`src/rtl/memory_stage.sv`:
```
// Memory-access stage: data-cache req/ack port, byte lanes, load extend,
// writeback pipeline register and the upstream memory stall.
// Ports:
//   i_clk, i_arst       : clock, async active-high reset
//   i_alu_result ...    : execute-stage bundle (address, data, func3, ctl)
//   o_dc_* / i_dc_*     : data-cache request/ack port
//   o_stall_mem         : freezes upstream stages while an access is open
//   o_read_data ...     : registered writeback bundle
// Option: define MISALIGN_TRAP_EN to trap misaligned accesses
//   (cause 4 on loads, 6 on stores); otherwise offsets are force-aligned.
module memory_stage #(
  parameter int ADDR_WIDTH = 64,
  parameter int DATA_WIDTH = 64,
  parameter int REG_ADDR_W = 5,
  localparam int NB = DATA_WIDTH / 8
) (
  input  logic                  i_clk,
  input  logic                  i_arst,
  input  logic [ADDR_WIDTH-1:0] i_alu_result,
  input  logic [DATA_WIDTH-1:0] i_write_data,
  input  logic [2:0]            i_func3,
  input  logic                  i_mem_access,
  input  logic                  i_mem_we,
  input  logic                  i_reg_we,
  input  logic [2:0]            i_result_src,
  input  logic [REG_ADDR_W-1:0] i_rd_addr,
  input  logic [ADDR_WIDTH-1:0] i_pc_plus4,
  input  logic [3:0]            i_cause,
  output logic                  o_dc_req,
  output logic                  o_dc_we,
  output logic [ADDR_WIDTH-1:0] o_dc_addr,
  output logic [DATA_WIDTH-1:0] o_dc_wdata,
  output logic [NB-1:0]         o_dc_wstrb,
  input  logic                  i_dc_ack,
  input  logic [DATA_WIDTH-1:0] i_dc_rdata,
  output logic                  o_stall_mem,
  output logic [DATA_WIDTH-1:0] o_read_data,
  output logic [ADDR_WIDTH-1:0] o_alu_result,
  output logic [REG_ADDR_W-1:0] o_rd_addr,
  output logic                  o_reg_we,
  output logic [2:0]            o_result_src,
  output logic [ADDR_WIDTH-1:0] o_pc_plus4,
  output logic [3:0]            o_cause
);

  typedef enum logic {
    IDLE = 1'b0,
    WAIT = 1'b1
  } state_t;

  state_t state_q, state_d;

  logic [2:0]            off;
  logic [2:0]            off_a;
  logic [1:0]            sz;
  logic                  illegal;
  logic                  misal;
  logic                  access_ok;
  logic [NB-1:0]         strb_base;
  logic [DATA_WIDTH-1:0] rd_sh;
  logic [DATA_WIDTH-1:0] ld_ext;
  logic [3:0]            cause_d;
  logic                  reg_we_d;
  logic [DATA_WIDTH-1:0] rdata_d;

  assign off = i_alu_result[2:0];
  assign sz  = i_func3[1:0];

  // Stores only have sb/sh/sw/sd; loads lack an unsigned doubleword.
  assign illegal = i_mem_access &
                   (i_mem_we ? i_func3[2]
                             : (i_func3 == 3'd7));

`ifdef MISALIGN_TRAP_EN
  always_comb begin
    misal = 1'b0;
    unique case (sz)
      2'd1:    misal = off[0];
      2'd2:    misal = |off[1:0];
      2'd3:    misal = |off;
      default: misal = 1'b0;
    endcase
    misal = misal & i_mem_access & ~illegal;
  end
`else
  assign misal = 1'b0;
`endif

  assign access_ok = i_mem_access &
                     (i_cause == 4'd0) &
                     ~illegal & ~misal;

  // Offset bits below the access size are dropped (natural alignment).
  always_comb begin
    off_a     = off;
    strb_base = NB'(8'h01);
    unique case (sz)
      2'd0: begin
        off_a     = off;
        strb_base = NB'(8'h01);
      end
      2'd1: begin
        off_a     = {off[2:1], 1'b0};
        strb_base = NB'(8'h03);
      end
      2'd2: begin
        off_a     = {off[2], 2'b00};
        strb_base = NB'(8'h0F);
      end
      default: begin
        off_a     = 3'd0;
        strb_base = NB'(8'hFF);
      end
    endcase
  end

  assign o_dc_addr  = {i_alu_result[ADDR_WIDTH-1:3], 3'b000};
  assign o_dc_wdata = i_write_data << {off_a, 3'b000};
  assign o_dc_wstrb = i_mem_we ? (strb_base << off_a) : '0;

  assign rd_sh = i_dc_rdata >> {off_a, 3'b000};

  always_comb begin
    ld_ext = rd_sh;
    unique case (i_func3)
      3'd0: ld_ext = {{(DATA_WIDTH-8){rd_sh[7]}},
                      rd_sh[7:0]};
      3'd1: ld_ext = {{(DATA_WIDTH-16){rd_sh[15]}},
                      rd_sh[15:0]};
      3'd2: ld_ext = {{(DATA_WIDTH-32){rd_sh[31]}},
                      rd_sh[31:0]};
      3'd4: ld_ext = {{(DATA_WIDTH-8){1'b0}},
                      rd_sh[7:0]};
      3'd5: ld_ext = {{(DATA_WIDTH-16){1'b0}},
                      rd_sh[15:0]};
      3'd6: ld_ext = {{(DATA_WIDTH-32){1'b0}},
                      rd_sh[31:0]};
      default: ld_ext = rd_sh;
    endcase
  end

  always_ff @(posedge i_clk or posedge i_arst) begin
    if (i_arst) state_q <= IDLE;
    else        state_q <= state_d;
  end

  always_comb begin
    state_d = state_q;
    unique case (state_q)
      IDLE: if (access_ok & ~i_dc_ack) state_d = WAIT;
      WAIT: if (i_dc_ack)              state_d = IDLE;
      default: state_d = IDLE;
    endcase
  end

  // Reset gates the request directly so it drops without a clock.
  assign o_dc_req = ~i_arst &
                    ((state_q == WAIT) | access_ok);
  assign o_dc_we     = o_dc_req & i_mem_we;
  assign o_stall_mem = o_dc_req & ~i_dc_ack;

  always_comb begin
    cause_d = 4'd0;
    if (i_cause != 4'd0) cause_d = i_cause;
    else if (illegal)    cause_d = 4'd2;
    else if (misal)      cause_d = i_mem_we ? 4'd6 : 4'd4;
  end

  assign reg_we_d = i_reg_we & (cause_d == 4'd0);
  assign rdata_d  = (access_ok & ~i_mem_we) ? ld_ext : '0;

  always_ff @(posedge i_clk or posedge i_arst) begin
    if (i_arst) begin
      o_read_data  <= '0;
      o_alu_result <= '0;
      o_rd_addr    <= '0;
      o_reg_we     <= 1'b0;
      o_result_src <= '0;
      o_pc_plus4   <= '0;
      o_cause      <= '0;
    end else if (o_stall_mem) begin
      o_read_data  <= '0;
      o_alu_result <= '0;
      o_rd_addr    <= '0;
      o_reg_we     <= 1'b0;
      o_result_src <= '0;
      o_pc_plus4   <= '0;
      o_cause      <= '0;
    end else begin
      o_read_data  <= rdata_d;
      o_alu_result <= i_alu_result;
      o_rd_addr    <= i_rd_addr;
      o_reg_we     <= reg_we_d;
      o_result_src <= i_result_src;
      o_pc_plus4   <= i_pc_plus4;
      o_cause      <= cause_d;
    end
  end

endmodule

```
`config.mk`:
```
export PLATFORM = sky130hd
export DESIGN_NAME = memory_stage
export DESIGN_NICKNAME = d
export VERILOG_FILES = /design/src/rtl/memory_stage.sv
export SDC_FILE = /design/constraint.sdc
export NUM_CORES = 1
export LEC_CHECK = 0
export CAP_MARGIN = 15
export CORE_AREA = 2 2 238 240
export DETAILED_ROUTE_END_ITERATION = 6
export DIE_AREA = 0 0 240 242
export PLACE_DENSITY = 0.43
export SKIP_LAST_GASP = 1
export SYNTH_ARGS = -nofsm -noshare
export SYNTH_HDL_FRONTEND = slang
export SYNTH_SLANG_ARGS = --single-unit
```
`constraint.sdc`:
```
create_clock -name i_clk -period 10.4 [get_ports i_clk]
set_input_delay 2.6 -clock i_clk [delete_from_list [all_inputs] [get_ports i_clk]]
set_output_delay 2.6 -clock i_clk [all_outputs]
set_load 0.1 [all_outputs]
```
**After elaboration in Yosys (flattened, before gate mapping)**

Index checks and enable logic that the tools add are counted.

- Register bits: 206
- Output and inout port bits: 344
- Word-level logic and storage cells: 57

- Equal/unequal tests: 8
- Shift operators: 3
- Multiplexer cells: 18
- Bitwise operators: 15
- Reductions and logical operators: 5

Operators by type and width:

| cell | number |
|---|---|
| $pmux W64 S6 | 1 |
| $mux W64 | 4 |
| $shl A64 B6 Y64 | 1 |
| $shr A64 B6 Y64 | 1 |
| $pmux W8 S3 | 1 |
| $eq A3 B3 Y1 const B | 4 |
| $and A1 B1 Y1 | 9 |
| $pmux W3 S3 | 1 |
| $logic_not A4 Y1 | 2 |
| $mux W4 | 2 |
| $mux W8 | 1 |
| $shl A8 B3 Y8 | 1 |
| $mux W5 | 1 |
| $not A1 Y1 | 5 |
| $mux W1 | 4 |
| $reduce_bool A4 Y1 | 1 |
| $eq A3 B1 Y1 const B | 1 |
| $eq A3 B2 Y1 const B | 1 |
| $logic_not A3 Y1 | 1 |
| $mux W3 | 1 |
| $eq A2 B1 Y1 const B | 1 |
| $eq A2 B2 Y1 const B | 1 |
| $logic_not A2 Y1 | 1 |
| $mux W2 | 1 |
| 2 further kinds | 2 |

**Longest topological paths before layout**

- Word-level depth: 9
- Gate-level depth with buffers: 9
- Depth with buffers taken out: 5

**Least setup slack after synthesis**

OpenSTA, ideal clock, no wires.

- Path kind: input -> output
- Start point: in i_func3[0]
- End point: out o_dc_wdata[40]
- Arrival time: 5.913 ns
- Required time: 7.800 ns
- Path slack: 1.887 ns
- Cell stages on the path: 7
- Path buffers: 3
- Cells stage by stage: buf_2 > nor3b_1 > buf_2 > buf_2 > nand2_1 > and3_1 > o32ai_1

- Cells in the longest elaborated chain, start to end: 3
- Elaborated cells between the ends (all ways): 5

Ends and longest elaborated chain:

| item | line | RTL |
|---|---|---|
| start: declaration | 21 | `input logic [2:0] i_func3,` |
| $eq A2 B2 Y1 (tied with other cells) | 97 | `unique case (sz)` |
| $pmux W3 S3 * | 97 |  |
| $shl A64 B6 Y64 * | 118 | `assign o_dc_wdata = i_write_data << {off_a, 3'b000};` |
| end: declaration | 32 | `output logic [DATA_WIDTH-1:0] o_dc_wdata,` |

Mark *: on every way between the ends. The rest lies on a longest branch, timed or not.

**Final worst setup path**

- Start point: in i_func3[0]
- End point: out o_dc_wdata[62]

Same word-level chain as after synthesis.

==> qor.yml <==
portBuffers: 617
ctsResizeCount: 0
num_rows: 87
final_cells: 2344
p_int_mw: 1.58
synth_cells: 1057
wl_per_cell_um: 23.9
slowest_delay_ns: 0.97
cts_tree: "done"
area_growth_pct: 66.7
clk_pin_slew_worst_paths_ns: 0.05
power_density_mw_per_mm2: 153
place.gp.congestion: 0.882
setup.worst_path.start_class: "primary input"
period_share: 0.820
clockRootBuffer: "clkbuf_16"
swShare: 0.413
maxCapViolations: 0
path_cells: "clkdlybuf4s50_1 > buf_4 > nor3b_2 > buf_4 > mux4_2 > mux2_2 > clkdlybuf4s50_1"
period_needed_ns: 8.53
cp.depth: 7
critPathCapture: "o_dc_wdata[62]"
dr.pass1.iters: 5
ant_nets: 0
ys_top_cells_by_area: "dfrtp_1 49%, nor2b_1 7.7%, a21oi_1 4.8%"
total_power_mw: 2.69
reg2reg_from: "state_q"
rrSetupSlack_ns: 7.91
worst-endpoint-required_ns: 7.80
finalSetupViolCount: 0
syn_area_per_cell_um2: 10.0
yosysTopAreaCell: "dfrtp_1"
avgViaCountPerCell: 4.33
ctsHoldBuffers: 0
vdd_drop_max_mv: 0.0867
drive_above_1_share: 0.0846
ys_types: 52
worst_path_max_delay_cell: "clkdlybuf4s50_1"
hold_class: "flop to flop"
design.core.area_mm2: 0.0557
antenna_found_initial: 15
ys_warn_count: 0
layout_commonest_cell: "clkdlybuf4s50_1"
p_clk_frac: 0.304
grt_pass1_wl_um: 77800
cp-end-kind: "output port"
ff2ff_path_depth: 5
p_leak_nw: 7.28
hold_viol: 0
fp.dieH_um: 242
setup_tns_ns: 0
fp.dieW_um: 240
final_nets: 1845
synth_edf_count: 0
utilization: 0.317
htree_levels: 1
drc: 0
seq_area_frac_synth: 0.487
dieArea_mm2: 0.0581
r2r-end: "o_pc_plus4[55]"
startpoint: "i_func3[0]"
wirelength_um: 56100
p_comb_frac: 0.383
placedCellCount: 2298
clock_path_buffers: 3
grt_max_degree: 141
clock-sinks: 206
rsz0062_at_grt: "no"
first_iter_violations: 447
path_buf_inv: 4
status: "finished, final reports clean"
syn-cell-area_mm2: 0.0106
worst_ep_arrival_time_ns: 5.93
pre_cts_slack_ns: 1.88
slew_headroom: 0.228
synth-async-reset-ratio: 1.00
synth_flop_cell: "dfrtp_1"
postCtsSetupRepairBufs: 0
grt_pass1_vias: 10427
layout_common_cells: "575 x clkdlybuf4s50_1, 206 x dfrtp_1, 130 x nor2b_1, 105 x nand2_1, 101 x a21oi_1"
clock-skew-final_ns: 0.0134
insertion_delay_ns: 0.53
cts_inserted_buffers: 24
grt.total_usage: 0.185
worstPathMaxFanout: 46
netSwitchingPower_mw: 1.11
netlist.area_leader.share: 0.487
stdcell_area_mm2: 0.0176
grt_overflow: 0
finalWorstSetupSlack_ns: 1.87
whs_ns: 0.512
dp_hpwl_um: 44800
start_util: 0.190
vias: 10145
ys_ff_latch: 206
fillers: 5858
detailed_place.area_mm2: 0.0169
fmax_mhz: 117
boundaryPins: 621
crit_family: "buffers and inverters"
slew_viol_final: 0
crit_type: "primary input to output port"
max_slew.worst_pin.slew_ns: 1.15
seq_power_share: 0.313
-- sequential cells by signal, indices dropped and copies added (netlist names) --
signal        count
o_alu_result     64
o_cause           4
o_pc_plus4       64
o_rd_addr         5
o_read_data      64
o_reg_we          1
o_result_src      3
state_q           1
-- worst reg2reg max path: stages, from the launching register on --
cell and delay (ns):
dfrtp_1 0.32, inv_1 0.05, a21oi_1 0.21, and2b_4 0.86, buf_4 0.69, nor2b_1 0.22
-- worst min-delay path by stage --
stage               to  slack (ns)  cells past startpoint     from
6_report       state_q        0.51                      2  state_q
2_1_floorplan  state_q        0.48                      2  state_q
4_1_cts        state_q        0.52                      2  state_q
5_1_grt        state_q        0.54                      2  state_q
3_5_place_dp   state_q        0.51                      2  state_q
3_3_place_gp   state_q        0.50                      2  state_q
-- routing by layer --
| metal | wire (um) | share of wire | GRT usage | up-vias |
|---|---|---|---|---|
| met5 | 75 | 0.0013 | 0 | - |
| met4 | 1490 | 0.027 | 0.0583 | 12 |
| met2 | 29800 | 0.53 | 0.351 | 511 |
| met3 | 5340 | 0.095 | 0.0646 | 97 |
| met1 | 19400 | 0.35 | 0.187 | 4924 |
| li1 | - | - | - | 4601 |
-- power groups by stage --
stage | combinational [mW] | clock, mW | sequential [mW]
floorplan | 0.481 | 0 | 1.09
global route | 1.07 | 0.875 | 0.846
CTS | 1.04 | 0.844 | 0.844
finish | 1.03 | 0.818 | 0.843
global placement | 1.04 | 0 | 0.858
detailed placement | 1.04 | 0 | 0.859
-- synth_stat cells, drive strengths merged (2+ instances only) --
master / number
a21oi: 101
nor2: 56
a31oi: 27
mux2: 8
a211oi: 16
o21ai: 51
mux2i: 45
and2b: 13
o32ai: 8
nand3: 10
a22oi: 2
mux4: 22
nor4bb: 3
nand2: 105
a32o: 7
dfrtp: 206
nand3b: 2
nor3: 2
o221ai: 3
and2: 28
clkbuf: 41
inv: 6
o211ai: 14
and3: 8
nor2b: 131
a211o: 4
o21bai: 2
nand2b: 9
buf: 112
-- kinds of logic (layout without fill, tap and decap cells) --
kind of cell	after synthesis	count (layout)	synth area share
multiplexers	75	75	0.100
AND/OR/NAND/NOR	372	372	0.185
flip-flops	206	206	0.487
AO/OA/AOI/OAI	244	244	0.139
buffers and inverters	159	683	0.0884
other	1	8	0.000354
-- area by class of cell --
cell class | instances | area [um2] | share of cell area
timing repair buffer | 636 | 6210 | 0.352
clock buffer | 35 | 713 | 0.0404
sequential | 206 | 5150 | 0.292
tap | 756 | 946 | 0.0536
clock inverter | 6 | 32.5 | 0.00184
multi-input combinational | 694 | 4540 | 0.257
antenna | 5 | 12.5 | 0.000709
inverter | 6 | 30.0 | 0.00170
Power figures use the tool's default switching activity.
